File: config.mk
export PLATFORM = sky130hd
export DESIGN_NAME = lfsr_rr_sched
export DESIGN_NICKNAME = d
export VERILOG_FILES = /design/src/rtl/lfsr_rr_sched.sv
export SDC_FILE = /design/constraint.sdc
export NUM_CORES = 1
export LEC_CHECK = 0
export CORE_MARGIN = 3
export CORE_UTILIZATION = 45
export DETAILED_ROUTE_END_ITERATION = 12
export GPL_TIMING_DRIVEN = 0
export PLACE_DENSITY = 0.69
export SLEW_MARGIN = 20
export SYNTH_ARGS = -nofsm -noshare
export SYNTH_HDL_FRONTEND = slang
export SYNTH_SLANG_ARGS = --single-unit
File: constraint.sdc
create_clock -name clk -period 2.2 [get_ports clk]
set_input_delay 0.22 -clock clk [delete_from_list [all_inputs] [get_ports clk]]
set_output_delay 0.22 -clock clk [all_outputs]
set_load 0.005 [all_outputs]
File: src/rtl/lfsr_rr_sched.sv
// lfsr_rr_sched: one 8-bit Fibonacci LFSR shared by two requesters through a
// round-robin req/ack handshake. Every grant advances the LFSR one step and
// hands the fresh value to the winner only. The block also handles seed
// loading, keeps the register out of the all-zero lockup state, and measures
// the period relative to the loaded seed.
module lfsr_rr_sched #(
    parameter logic [7:0] SEED = 8'h01
) (
    input  logic       clk,
    input  logic       rst,
    input  logic       req0,
    input  logic       req1,
    input  logic       seed_we,
    input  logic [7:0] seed_din,
    output logic       ack0,
    output logic       ack1,
    output logic [7:0] rnd,
    output logic       busy,
    output logic       period_stb,
    output logic [7:0] period_len
);

    typedef enum logic [1:0] {IDLE, STEP, GRANT} state_t;

    // One Fibonacci step: feedback from taps 4,3,2,0 enters at the MSB.
    function automatic logic [7:0] lfsr_step(input logic [7:0] s);
        return {s[4] ^ s[3] ^ s[2] ^ s[0], s[7:1]};
    endfunction

    // All-zero is a lockup state for this LFSR, so it is never stored.
    function automatic logic [7:0] zero_guard(input logic [7:0] v);
        return (v == 8'h00) ? 8'h01 : v;
    endfunction

    localparam logic [7:0] SEED_SAFE = zero_guard(SEED);

    state_t     state;
    state_t     state_nxt;
    logic [7:0] lfsr;
    logic [7:0] lfsr_nxt;
    logic [7:0] seed_reg;
    logic [7:0] cnt;
    logic       sel;
    logic       last;
    logic       win;
    logic       any_req;
    logic       period_hit;

    // Next LFSR value, period match and round-robin winner selection.
    always_comb begin
        lfsr_nxt   = lfsr_step(lfsr);
        period_hit = (lfsr_nxt == seed_reg);
        any_req    = req0 | req1;
        // On a tie the requester that was not served last wins.
        win        = (req0 && req1) ? ~last : req1;
    end

    // Next-state logic; a seed write in IDLE takes priority over requests.
    always_comb begin
        state_nxt = state;
        unique case (state)
            IDLE:    if (!seed_we && any_req) state_nxt = STEP;
            STEP:    state_nxt = GRANT;
            GRANT:   state_nxt = IDLE;
            default: state_nxt = IDLE;
        endcase
    end

    // State register.
    always_ff @(posedge clk) begin
        if (rst) state <= IDLE;
        else     state <= state_nxt;
    end

    // LFSR, seed, period tracking and registered outputs.
    always_ff @(posedge clk) begin
        if (rst) begin
            lfsr       <= SEED_SAFE;
            seed_reg   <= SEED_SAFE;
            cnt        <= 8'h00;
            sel        <= 1'b0;
            last       <= 1'b1;
            rnd        <= 8'h00;
            ack0       <= 1'b0;
            ack1       <= 1'b0;
            busy       <= 1'b0;
            period_stb <= 1'b0;
            period_len <= 8'h00;
        end else begin
            ack0       <= 1'b0;
            ack1       <= 1'b0;
            period_stb <= 1'b0;
            // busy follows the state being entered so it lines up with STEP/GRANT.
            busy       <= (state_nxt != IDLE);
            unique case (state)
                IDLE: begin
                    if (seed_we) begin
                        lfsr     <= zero_guard(seed_din);
                        seed_reg <= zero_guard(seed_din);
                        cnt      <= 8'h00;
                    end else if (any_req) begin
                        sel <= win;
                    end
                end
                STEP: begin
                    lfsr <= lfsr_nxt;
                    rnd  <= lfsr_nxt;
                    ack0 <= ~sel;
                    ack1 <= sel;
                    // A period is at most 255 steps, so cnt+1 always fits.
                    if (period_hit) begin
                        period_len <= cnt + 8'd1;
                        period_stb <= 1'b1;
                        cnt        <= 8'h00;
                    end else begin
                        cnt <= cnt + 8'd1;
                    end
                end
                GRANT: begin
                    last <= sel;
                end
                default: ;
            endcase
        end
    end

endmodule

After elaboration in Yosys (flattened, before gate mapping)
Cells that the tools add are included.
Storage, ports and cells
  flip-flop bits (word level): 48
  bits in latches: 0
  memory bits (writable): 0
  bits in read-only memories: 0
  logic and storage cells: 47
  memories kept: 0
Cells by class
  add/sub/neg operators: 1
  multipliers: 0
  divide/modulo/power cells: 0
  magnitude comparators: 0
  equal/unequal tests: 4
  shift-type cells: 0
  mux-type cells: 10
  bitwise gates (word level): 8
  reductions and logical operators: 12
Operator list (count)
  8-bit 2-to-1 mux: 4
  8-bit one-hot mux with 2 select lines: 2
  8-bit by 1-bit adder with 8-bit output, second input constant: 1
  8-bit equality test: 1
  8-bit zero test: 1
  2-bit AND reduction: 3
  1-bit NOT: 4
  2-bit one-hot mux with 2 select lines: 1
  2-bit nonzero test: 2
  3-bit AND reduction: 1
  1-bit XOR: 3
  2-bit by 1-bit equality test with 1-bit output, second input constant: 1
  2-bit equality test, second input constant: 1
  1-bit logical AND: 2
  2-bit zero test: 1
  1-bit 2-to-1 mux: 2
  2-bit 2-to-1 mux: 1
  2-bit != test, second input constant: 1
  2-bit OR reduction: 1
  1-bit zero test: 1
  1-bit OR: 1

Logic depth before layout (Yosys ltp)
  depth after elaboration: 6
  mapped depth: 6
  depth with buffers taken out: 6

Worst setup path after synthesis
Ideal clock, no wire load.
  path type: register to register
  from: register lfsr[2]
  to: register period_len[0]
  arrival: 1422 ps
  required time: 2072 ps
  slack: 651 ps
  stages on the path, launching flop included: 7
  cell sequence: dfxtp_1 > xnor2_2 > xnor3_1 > nand4_1 > buf_6 > mux2i_1 > nor2_1
Between the ends
  cells in the longest elaborated chain, start to end: 4
Ends and longest elaborated chain
  start, declared: line 39  | logic [7:0] lfsr;
  start signal, assigned: line 98  | lfsr <= zero_guard(seed_din);
  start signal, assigned: line 106  | lfsr <= lfsr_nxt;
  1-bit XOR (2 in series): line 27  | return {s[4] ^ s[3] ^ s[2] ^ s[0], s[7:1]};
  8-bit equality test *: line 52  | period_hit = (lfsr_nxt == seed_reg);
  2-bit AND reduction (no source line) *
  end signal, assigned: line 112  | period_len <= cnt + 8'd1;
  end, declared: line 20  | output logic [7:0] period_len
Mark *: on every way between the ends. The rest lies on a longest branch, timed or not.
A chain may end at the register's enable or synchronous reset.

Worst setup path after layout
  from: register lfsr[2]
  to: register period_len[3]
The elaborated chain is that of the path after synthesis.

==> results.py <==
metrics = {
    "status": {
        "outcome": "completed",
    },
    "synth": {
        "syn-num-nets": 233,
        "synth_warnings": 0,
        "syn_area_um2": 1939,
        "ys_ff_latch": 48,
        "synthCells": 219,
        "synth-edff-count": 0,
        "synth.area.top_cells": "dfxtp_1, nand2_1, a21oi_1, xor2_1, nor2_1",
        "syn_area_per_cell_um2": 8.856,
        "ys_types": 35,
        "synthFlopType": "dfxtp_1",
        "ys_seq_area_share_pct": 49.55,
        "async_flop_share_pct": 0,
        "synth_top_cell_by_area": "dfxtp_1",
        "synth_top_area_share_pct": 49.55,
    },
    "finish": {
        "final_cell_mix": "nand2_1, dfxtp_1, clkdlybuf4s50_1",
        "nNetsFinal": 271,
        "fillCellCount": 373,
        "stdcell_area_um2": 2406,
        "utilization_pct": 58.88,
        "diodes": 0,
        "drive_above_1_share_pct": 5.814,
        "area_growth_syn_to_layout_pct": 24.06,
        "final_common_cell": "nand2_1",
    },
    "drt": {
        "dr.pass1.iters": 4,
        "ant_nets": 0,
        "wl_per_cell_um": 13.24,
        "drtIter0Drc": 105,
        "vias": 1561,
        "vias_per_cell": 5.068,
        "finalWirelength_mm": 4.077,
        "drcViolationCount": 0,
    },
    "critical_path": {
        "cp-end-kind": "flop",
        "worstSetupStartpointType": "flop",
        "worstSetupPathType": "flop to flop",
        "crit_buf_inv": 1,
        "crit_chain": "xor2_1, nor4_2, nand4_1, buf_6, mux2i_1, nor2_1",
        "required_ns": 2.39,
        "cpPeakStageDelay_ns": 0.51,
        "critical-path-top-delay-family": "simple AND/OR/NAND/NOR gates",
        "crit_slowest_cell": "nor4_2",
        "arrival_ns": 1.98,
        "cp_max_fo": 10,
    },
    "sta": {
        "tightestPinTransition_ns": 0.5612,
        "fin_ws_ns": 0.4027,
        "period_needed_ns": 1.797,
        "setup_viol": 0,
        "fin_tns_setup_ns": 0,
        "fin_skew_ns": 0.006584,
        "whs_ns": 0.3575,
        "hold_viol_final": 0,
        "final_max_slew_viol_count": 0,
        "rsz0062_at_grt": "false",
        "period_share_pct": 81.69,
        "fmax_mhz": 556.4,
        "slew_headroom_pct": 62.59,
    },
    "place": {
        "placement.io_buffers": 31,
        "placed_cell_area_um2": 2312,
        "hpwl_mm": 2.967,
        "gp_congestion": 0.7955,
        "place_ws_ns": 0.1179,
    },
    "floorplan": {
        "dieArea_um2": 5134,
        "coreArea_um2": 4086,
        "die_y_um": 71.65,
        "start_util_pct": 47.46,
        "io_pins": 33,
        "die_x_um": 71.65,
        "rows": 23,
    },
    "clock_network": {
        "path_clk_slew_ns": 0.09,
        "cts_tree": "built",
        "clock_latency_ns": 0.30,
        "postCtsSetupBuffers": 0,
        "cts-root-buf": "clkbuf_8",
        "cts_resized": 0,
        "holdBufCountCts": 0,
        "numCtsBuffers": 5,
        "clock_sinks": 48,
        "ctsLongestPathBuffers": 2,
        "cts_max_level": 2,
    },
    "pwr": {
        "p_int_mw": 1.244,
        "pwr-share-comb_pct": 11.7,
        "p_seq_share_pct": 55.6,
        "swShare_pct": 25.58,
        "ir_worst_vdd_v": 0.0004086,
        "pwr-share-clk_pct": 32.7,
        "powerDensity_nw_per_um2": 695.0,
        "leakage_nw": 0.9725,
        "switching_power_mw": 0.4277,
    },
    "global_route": {
        "grt_start_max_net_pins": 15,
        "grt_use_total_pct": 17.73,
        "antenna_found_initial": 0,
        "grt_pass1_vias": 1524,
        "overflow": 0,
        "grt_pass1_wl_mm": 7.093,
    },
    "run": {
        "cap_violations": 0,
    },
    "hold_path": {
        "min_path_type": "input port to flop",
    },
}
## cells by family (layout without fill, tap and decap cells)
logic type | after synthesis | count (layout) | share of synthesized area [%]
xor gates and xnor gates | 15 | 15 | 7.871
muxes | 8 | 8 | 4.129
and+or+nand+nor | 97 | 97 | 22.52
AOI/OAI and AO/OA | 40 | 40 | 12.97
adders and majority gates | 1 | 1 | 0.6451
buffers and inverters | 10 | 49 | 2.322
DFF | 48 | 48 | 49.55
## Yosys cell counts (all sizes together) (2+ instances only)
cell type and n:
a31oi 9, nand2 49, or2 3, nor2 22
and2 4, o21ai 4, nand3 3, clkbuf 8
mux2i 8, nor2b 3, nor3 4, nand4 2
dfxtp 48, xor2 10, nor3b 2, nor4 2
xnor2 4, a21oi 19, a22oi 3
## per-layer routing
layer / wire (µm) / up-vias / part of all wire (%) / GRT usage [%]
met5: 0 / - / 0 / 0
met4: 84 / 0 / 2.1 / 8.142
met3: 151 / 7 / 3.7 / 3.647
met2: 1909 / 34 / 47 / 28.57
met1: 1932 / 704 / 47 / 22.77
li1: - / 816 / - / -
## power groups by stage
stage / Combinational [mW] / Clock, mW / Sequential [mW]
finish: 0.196 / 0.546 / 0.930
global route: 0.217 / 0.595 / 0.935
CTS: 0.198 / 0.558 / 0.930
detailed placement: 0.196 / 0 / 0.950
global placement: 0.193 / 0 / 0.949
floorplan: 0.127 / 0 / 0.944
## stage by stage
stage / instances / power, mW
final: 308 / 1.672
after global routing: 308 / 1.747
after CTS: 308 / 1.686
after detailed placement: 300 / 1.147
after global placement: 300 / 1.142
after floorplan: 219 / 1.071
## path summary, 6_finish.rpt
kind / start / endpoint / slack (ns) / depth (start not counted)
worst max-delay path: lfsr[2] / period_len[3] / 0.40 / 6
worst min-delay path: rst / state[1] / 0.36 / 2
worst max register to register: lfsr[2] / period_len[3] / 0.40 / 6
worst min register to register: rnd[3] / rnd[3] / 0.45 / 2
## final cells by class
| type | instances | area [µm²] | share of cell area [%] |
|---|---|---|---|
| flip-flops and latches | 48 | 960.9 | 39.94 |
| multi-input cells | 161 | 933.4 | 38.79 |
| repair buffers | 31 | 310.3 | 12.90 |
| clock buffers | 7 | 86.33 | 3.588 |
| well taps | 50 | 62.56 | 2.600 |
| plain buffers | 9 | 41.29 | 1.716 |
| clock inverters | 1 | 7.507 | 0.3120 |
| inverters | 1 | 3.754 | 0.1560 |
No activity file was read; power rests on OpenSTA's default activity.
